[src/rtl/enigma_frame_buffer.sv]
// enigma_frame_buffer: captures one frame of host plaintext symbols, streams
// them through the enigma core, writes the encoded symbols back in place and
// then streams the finished frame out with a last marker.
// Status pulses (wrg_symb_o, cfg_err_o, unexp_enc_o) are registered and so
// appear the cycle after the offending input.
module enigma_frame_buffer #(
   parameter int  SYMB_W   = 7,
   parameter int  DEPTH    = 128,
   parameter int  ALPH_MIN = 1,
   parameter int  ALPH_MAX = 26,
   localparam int LEN_W    = $clog2(DEPTH + 1)
) (
   input  logic              clk_i,
   input  logic              rst_n_i,
   input  logic [LEN_W-1:0]  frame_len_i,
   input  logic [SYMB_W-1:0] symb_i,
   input  logic              symb_val_i,
   output logic              symb_rdy_o,
   output logic [SYMB_W-1:0] en_o,
   output logic              en_val_o,
   input  logic              en_rdy_i,
   input  logic [SYMB_W-1:0] enc_i,
   input  logic              enc_val_i,
   output logic [SYMB_W-1:0] wrap_o,
   output logic              wrap_val_o,
   input  logic              wrap_rdy_i,
   output logic              wrap_last_o,
   output logic              busy_o,
   output logic              wrg_symb_o,
   output logic              cfg_err_o,
   output logic              unexp_enc_o
);
   localparam int                ADDR_W  = $clog2(DEPTH);
   localparam logic [LEN_W-1:0]  LEN_ONE = LEN_W'(1);
   localparam logic [LEN_W-1:0]  LEN_MAX = LEN_W'(DEPTH);
   localparam logic [SYMB_W-1:0] SYM_LO  = SYMB_W'(ALPH_MIN);
   localparam logic [SYMB_W-1:0] SYM_HI  = SYMB_W'(ALPH_MAX);

   typedef enum logic [1:0] {IDLE, LOAD, PROC, OUT} state_t;

   state_t            state_q, state_d;
   logic [LEN_W-1:0]  len_q, len_d;
   logic [LEN_W-1:0]  wr_ptr_q, wr_ptr_d;
   logic [LEN_W-1:0]  rd_ptr_q, rd_ptr_d;
   logic [LEN_W-1:0]  wb_ptr_q, wb_ptr_d;
   logic [LEN_W-1:0]  outst_q, outst_d;
   logic [LEN_W-1:0]  done_q, done_d;
   logic              symb_rdy_q, symb_rdy_d;
   logic              wrg_q, wrg_d;
   logic              cfg_q, cfg_d;
   logic              unexp_q, unexp_d;
   logic              inflight_q, inflight_d;
   logic [1:0]        cnt_q, cnt_d;
   logic [SYMB_W-1:0] skid0_q, skid0_d;
   logic [SYMB_W-1:0] skid1_q, skid1_d;

   logic [SYMB_W-1:0] mem [DEPTH];
   logic [SYMB_W-1:0] rdata_q;
   logic              mem_we;
   logic [ADDR_W-1:0] mem_waddr;
   logic [SYMB_W-1:0] mem_wdata;

   logic              symb_offer, symb_legal, len_ok;
   logic              stream_on, pop, rd_issue, en_hs, enc_ok;
   logic [1:0]        occ;

   assign symb_offer = symb_val_i && symb_rdy_q;
   assign symb_legal = (symb_i >= SYM_LO) && (symb_i <= SYM_HI);
   assign len_ok     = (frame_len_i != '0) && (frame_len_i <= LEN_MAX);

   // The same prefetch/skid path feeds the core in PROC and the host in OUT.
   // A read is only issued when the skid is guaranteed room for its data.
   assign stream_on = (state_q == PROC) || (state_q == OUT);
   assign pop       = stream_on && (cnt_q != 2'd0) &&
                      ((state_q == PROC) ? en_rdy_i : wrap_rdy_i);
   assign occ       = cnt_q + {1'b0, inflight_q} - {1'b0, pop};
   assign rd_issue  = stream_on && (rd_ptr_q < len_q) && (occ <= 2'd1);
   assign en_hs     = pop && (state_q == PROC);
   assign enc_ok    = enc_val_i && (state_q == PROC) && ((outst_q != '0) || en_hs);

   assign symb_rdy_o  = symb_rdy_q;
   assign busy_o      = (state_q != IDLE);
   assign en_o        = skid0_q;
   assign en_val_o    = (state_q == PROC) && (cnt_q != 2'd0);
   assign wrap_o      = skid0_q;
   assign wrap_val_o  = (state_q == OUT) && (cnt_q != 2'd0);
   assign wrap_last_o = wrap_val_o && (done_q == len_q - LEN_ONE);
   assign wrg_symb_o  = wrg_q;
   assign cfg_err_o   = cfg_q;
   assign unexp_enc_o = unexp_q;

   // Frame buffer: one write port, registered read port (contents never reset).
   always_ff @(posedge clk_i) begin
      if (mem_we) mem[mem_waddr] <= mem_wdata;
      if (rd_issue) rdata_q <= mem[rd_ptr_q[ADDR_W-1:0]];
   end

   // Two-entry skid: skid0 is the registered head presented on en_o / wrap_o.
   always_comb begin
      skid0_d = skid0_q;
      skid1_d = skid1_q;
      cnt_d   = occ;
      case ({inflight_q, pop})
         2'b10: begin
            if (cnt_q == 2'd0) skid0_d = rdata_q;
            else               skid1_d = rdata_q;
         end
         2'b01: skid0_d = skid1_q;
         2'b11: begin
            if (cnt_q == 2'd1) begin
               skid0_d = rdata_q;
            end else begin
               skid0_d = skid1_q;
               skid1_d = rdata_q;
            end
         end
         default: ;
      endcase
   end

   // Frame sequencing: capture, core round trip with write-back, read-out.
   always_comb begin
      state_d    = state_q;
      len_d      = len_q;
      wr_ptr_d   = wr_ptr_q;
      wb_ptr_d   = wb_ptr_q;
      done_d     = pop ? done_q + LEN_ONE : done_q;
      rd_ptr_d   = rd_issue ? rd_ptr_q + LEN_ONE : rd_ptr_q;
      outst_d    = outst_q + {{(LEN_W-1){1'b0}}, en_hs} - {{(LEN_W-1){1'b0}}, enc_ok};
      inflight_d = rd_issue;
      wrg_d      = symb_offer && !symb_legal;
      cfg_d      = 1'b0;
      unexp_d    = enc_val_i && !enc_ok;
      mem_we     = 1'b0;
      mem_waddr  = '0;
      mem_wdata  = symb_i;
      case (state_q)
         IDLE: begin
            if (symb_offer && symb_legal) begin
               if (len_ok) begin
                  len_d    = frame_len_i;
                  mem_we   = 1'b1;
                  wr_ptr_d = LEN_ONE;
                  state_d  = (frame_len_i == LEN_ONE) ? PROC : LOAD;
               end else begin
                  cfg_d = 1'b1;
               end
            end
         end
         LOAD: begin
            if (symb_offer && symb_legal) begin
               mem_we    = 1'b1;
               mem_waddr = wr_ptr_q[ADDR_W-1:0];
               wr_ptr_d  = wr_ptr_q + LEN_ONE;
               if (wr_ptr_q == len_q - LEN_ONE) state_d = PROC;
            end
         end
         PROC: begin
            if (enc_ok) begin
               mem_we    = 1'b1;
               mem_waddr = wb_ptr_q[ADDR_W-1:0];
               mem_wdata = enc_i;
               wb_ptr_d  = wb_ptr_q + LEN_ONE;
            end
            // Everything fed has come back; restart the stream for read-out.
            if (wb_ptr_q == len_q) begin
               state_d  = OUT;
               rd_ptr_d = '0;
               done_d   = '0;
            end
         end
         OUT: begin
            if (pop && (done_q == len_q - LEN_ONE)) begin
               state_d  = IDLE;
               wr_ptr_d = '0;
               rd_ptr_d = '0;
               wb_ptr_d = '0;
               done_d   = '0;
               outst_d  = '0;
            end
         end
         default: state_d = IDLE;
      endcase
      symb_rdy_d = (state_d == IDLE) || (state_d == LOAD);
   end

   // State and control registers; reset aborts any frame in flight.
   always_ff @(posedge clk_i or negedge rst_n_i) begin
      if (!rst_n_i) begin
         state_q    <= IDLE;
         len_q      <= '0;
         wr_ptr_q   <= '0;
         rd_ptr_q   <= '0;
         wb_ptr_q   <= '0;
         outst_q    <= '0;
         done_q     <= '0;
         symb_rdy_q <= 1'b0;
         wrg_q      <= 1'b0;
         cfg_q      <= 1'b0;
         unexp_q    <= 1'b0;
         inflight_q <= 1'b0;
         cnt_q      <= 2'd0;
         skid0_q    <= '0;
         skid1_q    <= '0;
      end else begin
         state_q    <= state_d;
         len_q      <= len_d;
         wr_ptr_q   <= wr_ptr_d;
         rd_ptr_q   <= rd_ptr_d;
         wb_ptr_q   <= wb_ptr_d;
         outst_q    <= outst_d;
         done_q     <= done_d;
         symb_rdy_q <= symb_rdy_d;
         wrg_q      <= wrg_d;
         cfg_q      <= cfg_d;
         unexp_q    <= unexp_d;
         inflight_q <= inflight_d;
         cnt_q      <= cnt_d;
         skid0_q    <= skid0_d;
         skid1_q    <= skid1_d;
      end
   end
endmodule
[config.mk]
export PLATFORM = sky130hd
export DESIGN_NAME = enigma_frame_buffer
export DESIGN_NICKNAME = d
export VERILOG_FILES = /design/src/rtl/enigma_frame_buffer.sv
export SDC_FILE = /design/constraint.sdc
export NUM_CORES = 1
export LEC_CHECK = 0
export CAP_MARGIN = 20
export CORE_ASPECT_RATIO = 0.7
export CORE_UTILIZATION = 45
export DETAILED_ROUTE_END_ITERATION = 6
export HOLD_SLACK_MARGIN = 0.06
export SYNTH_ARGS = -nofsm -noshare
export SYNTH_HDL_FRONTEND = slang
export SYNTH_SLANG_ARGS = --single-unit
[constraint.sdc]
create_clock -name clk_i -period 5.7 [get_ports clk_i]
set_clock_uncertainty 0.15 [all_clocks]
set_input_delay 1.14 -clock clk_i [delete_from_list [all_inputs] [get_ports clk_i]]
set_output_delay 1.14 -clock clk_i [all_outputs]
set_load 0.005 [all_outputs]
==> results.sh, run 1 <==
export IMPL_status="completed"
export IMPL_synth_net_count=2118
export IMPL_maxSlewViolCount=0
export IMPL_worstPathCellList="inv_1, ha_1, nor3b_2, o211a_1, o22ai_1, nor4_4, and3_1, clkdlybuf4s50_1"
export IMPL_cts_buffer_depth=3
export IMPL_finalCriticalPeriod_ns=5.07
export IMPL_insertion_delay_ns=0.67
export IMPL_p_switching_mw=6.38
export IMPL_ys_warn_count=0
export IMPL_clk_pin_slew_ns=0.07
export IMPL_die_w_um=358
export IMPL_firstDrtPassIters=5
export IMPL_post_cts_resized=0
export IMPL_grt_pass1_wl_um=142000
export IMPL_placedCellCount=3242
export IMPL_synth_cells=2058
export IMPL_core_um2=88000
export IMPL_hold_viol_final=0
export IMPL_worst_pin_slew_ns=1.02
export IMPL_fin_crit_sh_pct=89.0
export IMPL_critPathSlowestCell="dfrtp_1"
export IMPL_worstPathArrival_ns=3.78
export IMPL_p_clk_share_pct=28.4
export IMPL_cts_made_buffers=89
export IMPL_gr_total_overflow=0
export IMPL_cp_num_buf_inv=2
export IMPL_drc=0
export IMPL_power_density_nw_per_um2=460
export IMPL_start_util_pct=45.4
export IMPL_end_kind="primary output"
export IMPL_cts_tree="yes"
export IMPL_p_seq_share_pct=43.4
export IMPL_synth_cell_types=72
export IMPL_hold_path_class="input port to asynchronous set/reset pin"
export IMPL_layout_cells_non_filler=3404
export IMPL_maxSlewHeadroom_pct=31.9
export IMPL_routed_via_density=5.98
export IMPL_drtAntennaViolNets=0
export IMPL_fmax_mhz=197
export IMPL_leakagePower_nw=14.3
export IMPL_ys_flop_type="edfxtp_1"
export IMPL_cts_htree_levels=3
export IMPL_numPortBuffers=49
export IMPL_die_h_um=251
export IMPL_nNetsFinal=2232
export IMPL_fin_setup_tns_ns=0
export IMPL_synth_area_top_cells="edfxtp_1 68%, mux4_2 16%, dfrtp_1 4.4%, nor2_1 1.7%, ha_1 0.97%"
export IMPL_yosysSeqAreaShare_pct=72.2
export IMPL_postSynth_asyncResetShare_pct=7.29
export IMPL_vias=20358
export IMPL_clockRootBuffer="clkbuf_16"
export IMPL_cp_start_kind="register"
export IMPL_p_total_mw=20.8
export IMPL_ys_seq_elements=974
export IMPL_fin_util_pct=51.3
export IMPL_switching_share_pct=30.7
export IMPL_drv_cap=0
export IMPL_num_rows=91
export IMPL_synth_edf_count=903
export IMPL_grt_setup_unrepaired="false"
export IMPL_ir_drop_v=0.000285
export IMPL_postPlaceCellArea_um2=42300
export IMPL_ctsHoldBuffers=0
export IMPL_comb_power_share_pct=28.2
export IMPL_netlist_area_um2=40000
export IMPL_wirelength_um=95000
export IMPL_timing_reg2reg_setup_slack_ns=1.38
export IMPL_cts_sinks=974
export IMPL_syn2layout_area_growth_pct=12.9
export IMPL_gp_congestion=0.840
export IMPL_power_internal_mw=14.4
export IMPL_grt_max_degree=109
export IMPL_synth_top_area_share_pct=67.8
export IMPL_post_cts_buffers=0
export IMPL_grt_pass1_vias=20384
export IMPL_drive_above_1_share_pct=24.7
export IMPL_top_level_ports=50
export IMPL_grt_total_usage_pct=21.6
export IMPL_cp_top_family="simple AND/OR/NAND/NOR gates"
export IMPL_antenna_found_initial=3
export IMPL_wl_per_cell_um=27.9
export IMPL_crit_type="register to primary output"
export IMPL_critPathRequiredTime_ns=4.41
export IMPL_place_hpwl_um=59300
export IMPL_drt_iter0_markers=2177
export IMPL_finalSetupViolCount=0
export IMPL_die_area_um2=90100
export IMPL_syn_area_per_cell_um2=19.4
export IMPL_yosysTopAreaCell="edfxtp_1"
export IMPL_slowest_delay_ns=0.50
export IMPL_cp_max_fo=7
export IMPL_fin_area_um2=45200
-- cell families (layout without fill, tap and decap cells) --
group / count (synthesis) / in the layout / synth area share [%]
AND/OR/NAND/NOR: 370 / 370 / 4.35
XOR/XNOR: 42 / 42 / 0.920
AO/OA/AOI/OAI: 147 / 147 / 2.50
buffers and inverters: 160 / 343 / 1.78
flip-flops: 974 / 974 / 72.2
other: 0 / 1 / 0
multiplexers: 332 / 332 / 17.2
adder cells (fa/ha/maj): 33 / 33 / 1.04
-- sequential cells by signal (all words and copies together) (netlist names) --
signal / flops
done_q: 8
len_q: 8
symb_rdy_o: 1
rd_ptr_q: 8
wb_ptr_q: 8
skid1_q: 7
cnt_q: 2
cfg_err_o: 1
unexp_enc_o: 1
en_o: 7
wr_ptr_q: 8
state_q: 2
inflight_q: 1
rdata_q: 7
mem: 896
wrg_symb_o: 1
outst_q: 8
-- cells in the mapped netlist (6+ instances only) --
library cell / number
dfrtp_1: 71
a22oi_1: 8
clkbuf_1: 62
and3_1: 14
o211ai_1: 6
and2_1: 8
xnor2_1: 20
mux2i_1: 36
o21ai_1: 14
edfxtp_1: 903
nand2b_1: 10
a22o_1: 9
inv_1: 30
buf_1: 9
nand3b_1: 6
mux4_2: 282
nand3_1: 26
buf_2: 43
o21ai_0: 16
buf_4: 13
nor2b_1: 8
or4_1: 6
or3_1: 10
nand4_1: 11
nor2_1: 177
nor3_1: 11
o31ai_1: 6
xor2_1: 22
mux2_2: 14
ha_1: 31
nand2_1: 66
a21oi_1: 32
-- per-stage QoR --
stage	hold slack, ns	setup WS [ns]
after floorplan	0.330	1.26
after global placement	0.340	0.866
after detailed placement	0.347	0.761
after CTS	0.193	0.636
after global routing	0.218	0.451
final	0.220	0.630
-- layout make-up --
cell class / instances / area [um2]
clock buffers: 110 / 2350
clock inverters: 50 / 482
well taps: 1162 / 1450
inverters: 32 / 120
repair buffers: 151 / 1400
diodes: 1 / 2.50
flip-flops and latches: 974 / 28900
fillers: 6883 / 42800
multi-input cells: 924 / 10500
-- per-layer routing --
metal	global-route usage, %	vias to the layer above	share of wire, %
li1	-	8576	-
met1	33.9	10782	46
met2	30.6	879	44
met3	4.93	119	8.6
met4	5.01	2	2.0
met5	0	-	0.0074
-- power by group through the flow --
stage               Sequential (mW)  Clock (mW)  Combinational (mW)
floorplan                      8.85           0                4.24
global placement               9.18           0                5.75
detailed placement             9.19           0                5.87
CTS                            9.04        6.01                5.90
global route                   9.09        6.26                6.28
finish                         9.03        5.90                5.85
-- cell usage in the layout, fill, tap and decap left out, drive strengths merged, types with 9 or more instances in the layout --
master         Yosys  routed
nand3             26      26
nand2             66      66
nand4             11      11
ha                31      31
clkdlybuf4s50      0      48
a21oi             34      34
clkinvlp           0      10
nor2             177     177
clkinv             0      28
inv               32      37
or3               10      10
and3              14      14
a22o               9       9
buf               66     103
mux4             282     282
xor2              22      22
mux2i             36      36
o21ai             30      30
edfxtp           903     903
mux2              14      14
and2               9       9
xnor2             20      20
nor3              11      11
clkbuf            62     110
dfrtp             71      71
nand2b            10      10
-- path summary, 6_finish.rpt --
kind | from | to | cells past startpoint
max in group asynchronous | rst_n_i | rd_ptr_q[0] | 2
worst min-delay path | rst_n_i | outst_q[0] | 1
min in group clk_i | skid1_q[2] | skid1_q[2] | 1
worst max register to register | state_q[0] | rd_ptr_q[6] | 16
worst max-delay path | len_q[1] | wrap_last_o | 8
worst min register to register | skid1_q[2] | skid1_q[2] | 1
No activity file was read; power rests on OpenSTA's default activity.
==> run 2, diff against run 1 <==
ABC_AREA = 1   (was unset)
CORE_MARGIN = 5   (was unset)
==> results.sh, run 2 <==
export IMPL_synth_edf_count=903
export IMPL_synth_cell_types=42
export IMPL_synth_commonest_cells="903 x edfxtp_1, 734 x nor2_1, 520 x o21ai_0"
export IMPL_maxSlewViolCount=0
export IMPL_synth_top_area_share_pct=66.5
export IMPL_insertion_delay_ns=0.69
export IMPL_fin_crit_sh_pct=81.3
export IMPL_die_h_um=262
export IMPL_drive_above_1_share_pct=7.16
export IMPL_maxSlewHeadroom_pct=33.6
export IMPL_cp_start_kind="input port"
export IMPL_drc=0
export IMPL_ys_warn_count=0
export IMPL_syn_area_per_cell_um2=11.8
export IMPL_ys_seq_elements=974
export IMPL_ys_flop_type="edfxtp_1"
export IMPL_grt_max_degree=179
export IMPL_status="completed"
export IMPL_place_hpwl_um=64200
export IMPL_cts_made_buffers=89
export IMPL_core_um2=89900
export IMPL_numPortBuffers=49
export IMPL_gp_congestion=0.846
export IMPL_die_area_um2=96800
export IMPL_postSynth_asyncResetShare_pct=7.29
export IMPL_finalSetupViolCount=0
export IMPL_cp_max_fo=17
export IMPL_yosysSeqAreaShare_pct=70.9
export IMPL_power_density_nw_per_um2=517
export IMPL_largest_reg_flops=896
export IMPL_drtAntennaViolNets=0
export IMPL_grt_pass1_wl_um=163000
export IMPL_cts_sinks=974
export IMPL_grt_pass1_vias=25515
export IMPL_crit_type="input port to register"
export IMPL_synth_net_count=3521
export IMPL_syn2layout_area_growth_pct=11.5
export IMPL_grt_total_usage_pct=22.4
export IMPL_finalCriticalPeriod_ns=4.63
export IMPL_fmax_mhz=216
export IMPL_synth_cells=3461
export IMPL_firstDrtPassIters=6
export IMPL_clk_pin_slew_ns=0.06
export IMPL_ir_drop_v=0.000338
export IMPL_hold_path_class="register to register"
export IMPL_num_rows=92
export IMPL_cts_htree_levels=3
export IMPL_final_cell_mix="903 x edfxtp_1, 733 x nor2_1, 519 x o21ai_0"
export IMPL_die_w_um=370
export IMPL_final_common_cell="edfxtp_1"
export IMPL_synth_area_top_cells="edfxtp_1 67%, nor2_1 6.8%, o21ai_0 6.4%, dfrtp_1 4.4%, nand2_1 3.0%"
export IMPL_post_cts_buffers=0
export IMPL_leakagePower_nw=15.0
export IMPL_worst_pin_slew_ns=0.996
export IMPL_nFillCells=7863
export IMPL_critPathRequiredTime_ns=5.85
export IMPL_gr_total_overflow=0
export IMPL_wl_per_cell_um=23.1
export IMPL_fin_setup_tns_ns=0
export IMPL_wirelength_um=109000
export IMPL_post_cts_resized=0
export IMPL_nNetsFinal=3494
export IMPL_clockRootBuffer="clkbuf_16"
export IMPL_worstPathArrival_ns=4.78
export IMPL_netlist_area_um2=40800
export IMPL_largest_register="mem"
export IMPL_end_kind="register"
export IMPL_cts_buffer_depth=3
export IMPL_routed_via_density=5.74
export IMPL_hold_viol_final=0
export IMPL_ctsHoldBuffers=0
export IMPL_drt_iter0_markers=3274
export IMPL_top_level_ports=50
export IMPL_yosysTopAreaCell="edfxtp_1"
export IMPL_cts_tree="yes"
export IMPL_antenna_found_initial=1
export IMPL_grt_setup_unrepaired="false"
export IMPL_start_util_pct=45.3
export IMPL_vias=27121
export IMPL_diodes=0
export IMPL_drv_cap=0
export IMPL_fin_util_pct=50.6
export IMPL_yosysMostFrequentCell="edfxtp_1"
run 2: changes by cell type after synthesis, sizes merged, moves of 36 or more:
cell	change
inv	+67
nand3	+124
nor2	+567
o211ai	+84
clkbuf	+96
mux4	-282
o21ai	+493
mux2i	-36
o22ai	+126
nand2	+283
run 2: cell type report:
cell class | count | area (um2) | share of cell area, %
tap | 1222 | 1530 | 3.36
clock buffer | 112 | 2350 | 5.18
inverter | 104 | 400 | 0.881
multi-input combinational | 2169 | 10600 | 23.4
clock inverter | 49 | 616 | 1.35
timing repair buffer | 96 | 1000 | 2.21
sequential | 974 | 28900 | 63.6
run 2: critical path, cell delays in order:
cell and delay, ns:
clkdlybuf4s50_1 0.42, inv_1 0.13, nand2_1 0.08, nand2_1 0.07, nand3_1 0.12, nor2_4 0.17
inv_2 0.06, nor2_2 0.17, nand2_2 0.20, a21oi_1 0.58, nand3_2 0.80, nor2_1 0.83
run 2: layer usage:
layer  track usage, %  wire length, um
met3             5.47            10400
met1             34.7            50500
met2             31.7            45700
met5                0               13
met4             5.36             2410
run 2: worst paths after layout:
| check | startpoint | to | slack [ns] | cells after the start |
|---|---|---|---|---|
| max | symb_i[2] | mem[59][3] | 1.07 | 12 |
| min | rdata_q[1] | skid1_q[1] | 0.36 | 1 |
| max in group asynchronous | rst_n_i | rd_ptr_q[0] | 4.18 | 1 |
| min reg2reg | rdata_q[1] | skid1_q[1] | 0.36 | 1 |
| min in group asynchronous | rst_n_i | outst_q[0] | 0.43 | 1 |
| max reg2reg | state_q[0] | mem[59][3] | 1.12 | 12 |
run 2: cell families after synthesis:
kind of cell | Yosys count | synth area share [%]
compound gates | 812 | 11.2
mux | 7 | 0.193
xor+xnor | 24 | 0.516
simple gates | 1294 | 13.0
fa+ha+maj | 32 | 1.00
buf+inv | 318 | 3.13
flops | 974 | 70.9
run 2: stage by stage:
step | power, mW | cell area, um2 | instances | setup WS, ns | hold slack [ns]
after global placement | 17.3 | 42500 | 4565 | 0.489 | 0.340
after detailed placement | 17.3 | 42500 | 4565 | 0.432 | 0.345
after global routing | 24.7 | 45500 | 4726 | 0.820 | 0.379
final | 23.5 | 45500 | 4726 | 1.07 | 0.362
after CTS | 23.5 | 45500 | 4726 | 1.15 | 0.360
after floorplan | 14.2 | 40800 | 3461 | 1.43 | 0.325
run 2: where the power goes:
group / total (mW) / switching, mW / internal, mW
Combinational: 8.37 / 6.08 / 2.29
Clock: 6.19 / 2.66 / 3.53
Sequential: 8.95 / 0.338 / 8.61
Total: 23.5 / 9.08 / 14.4
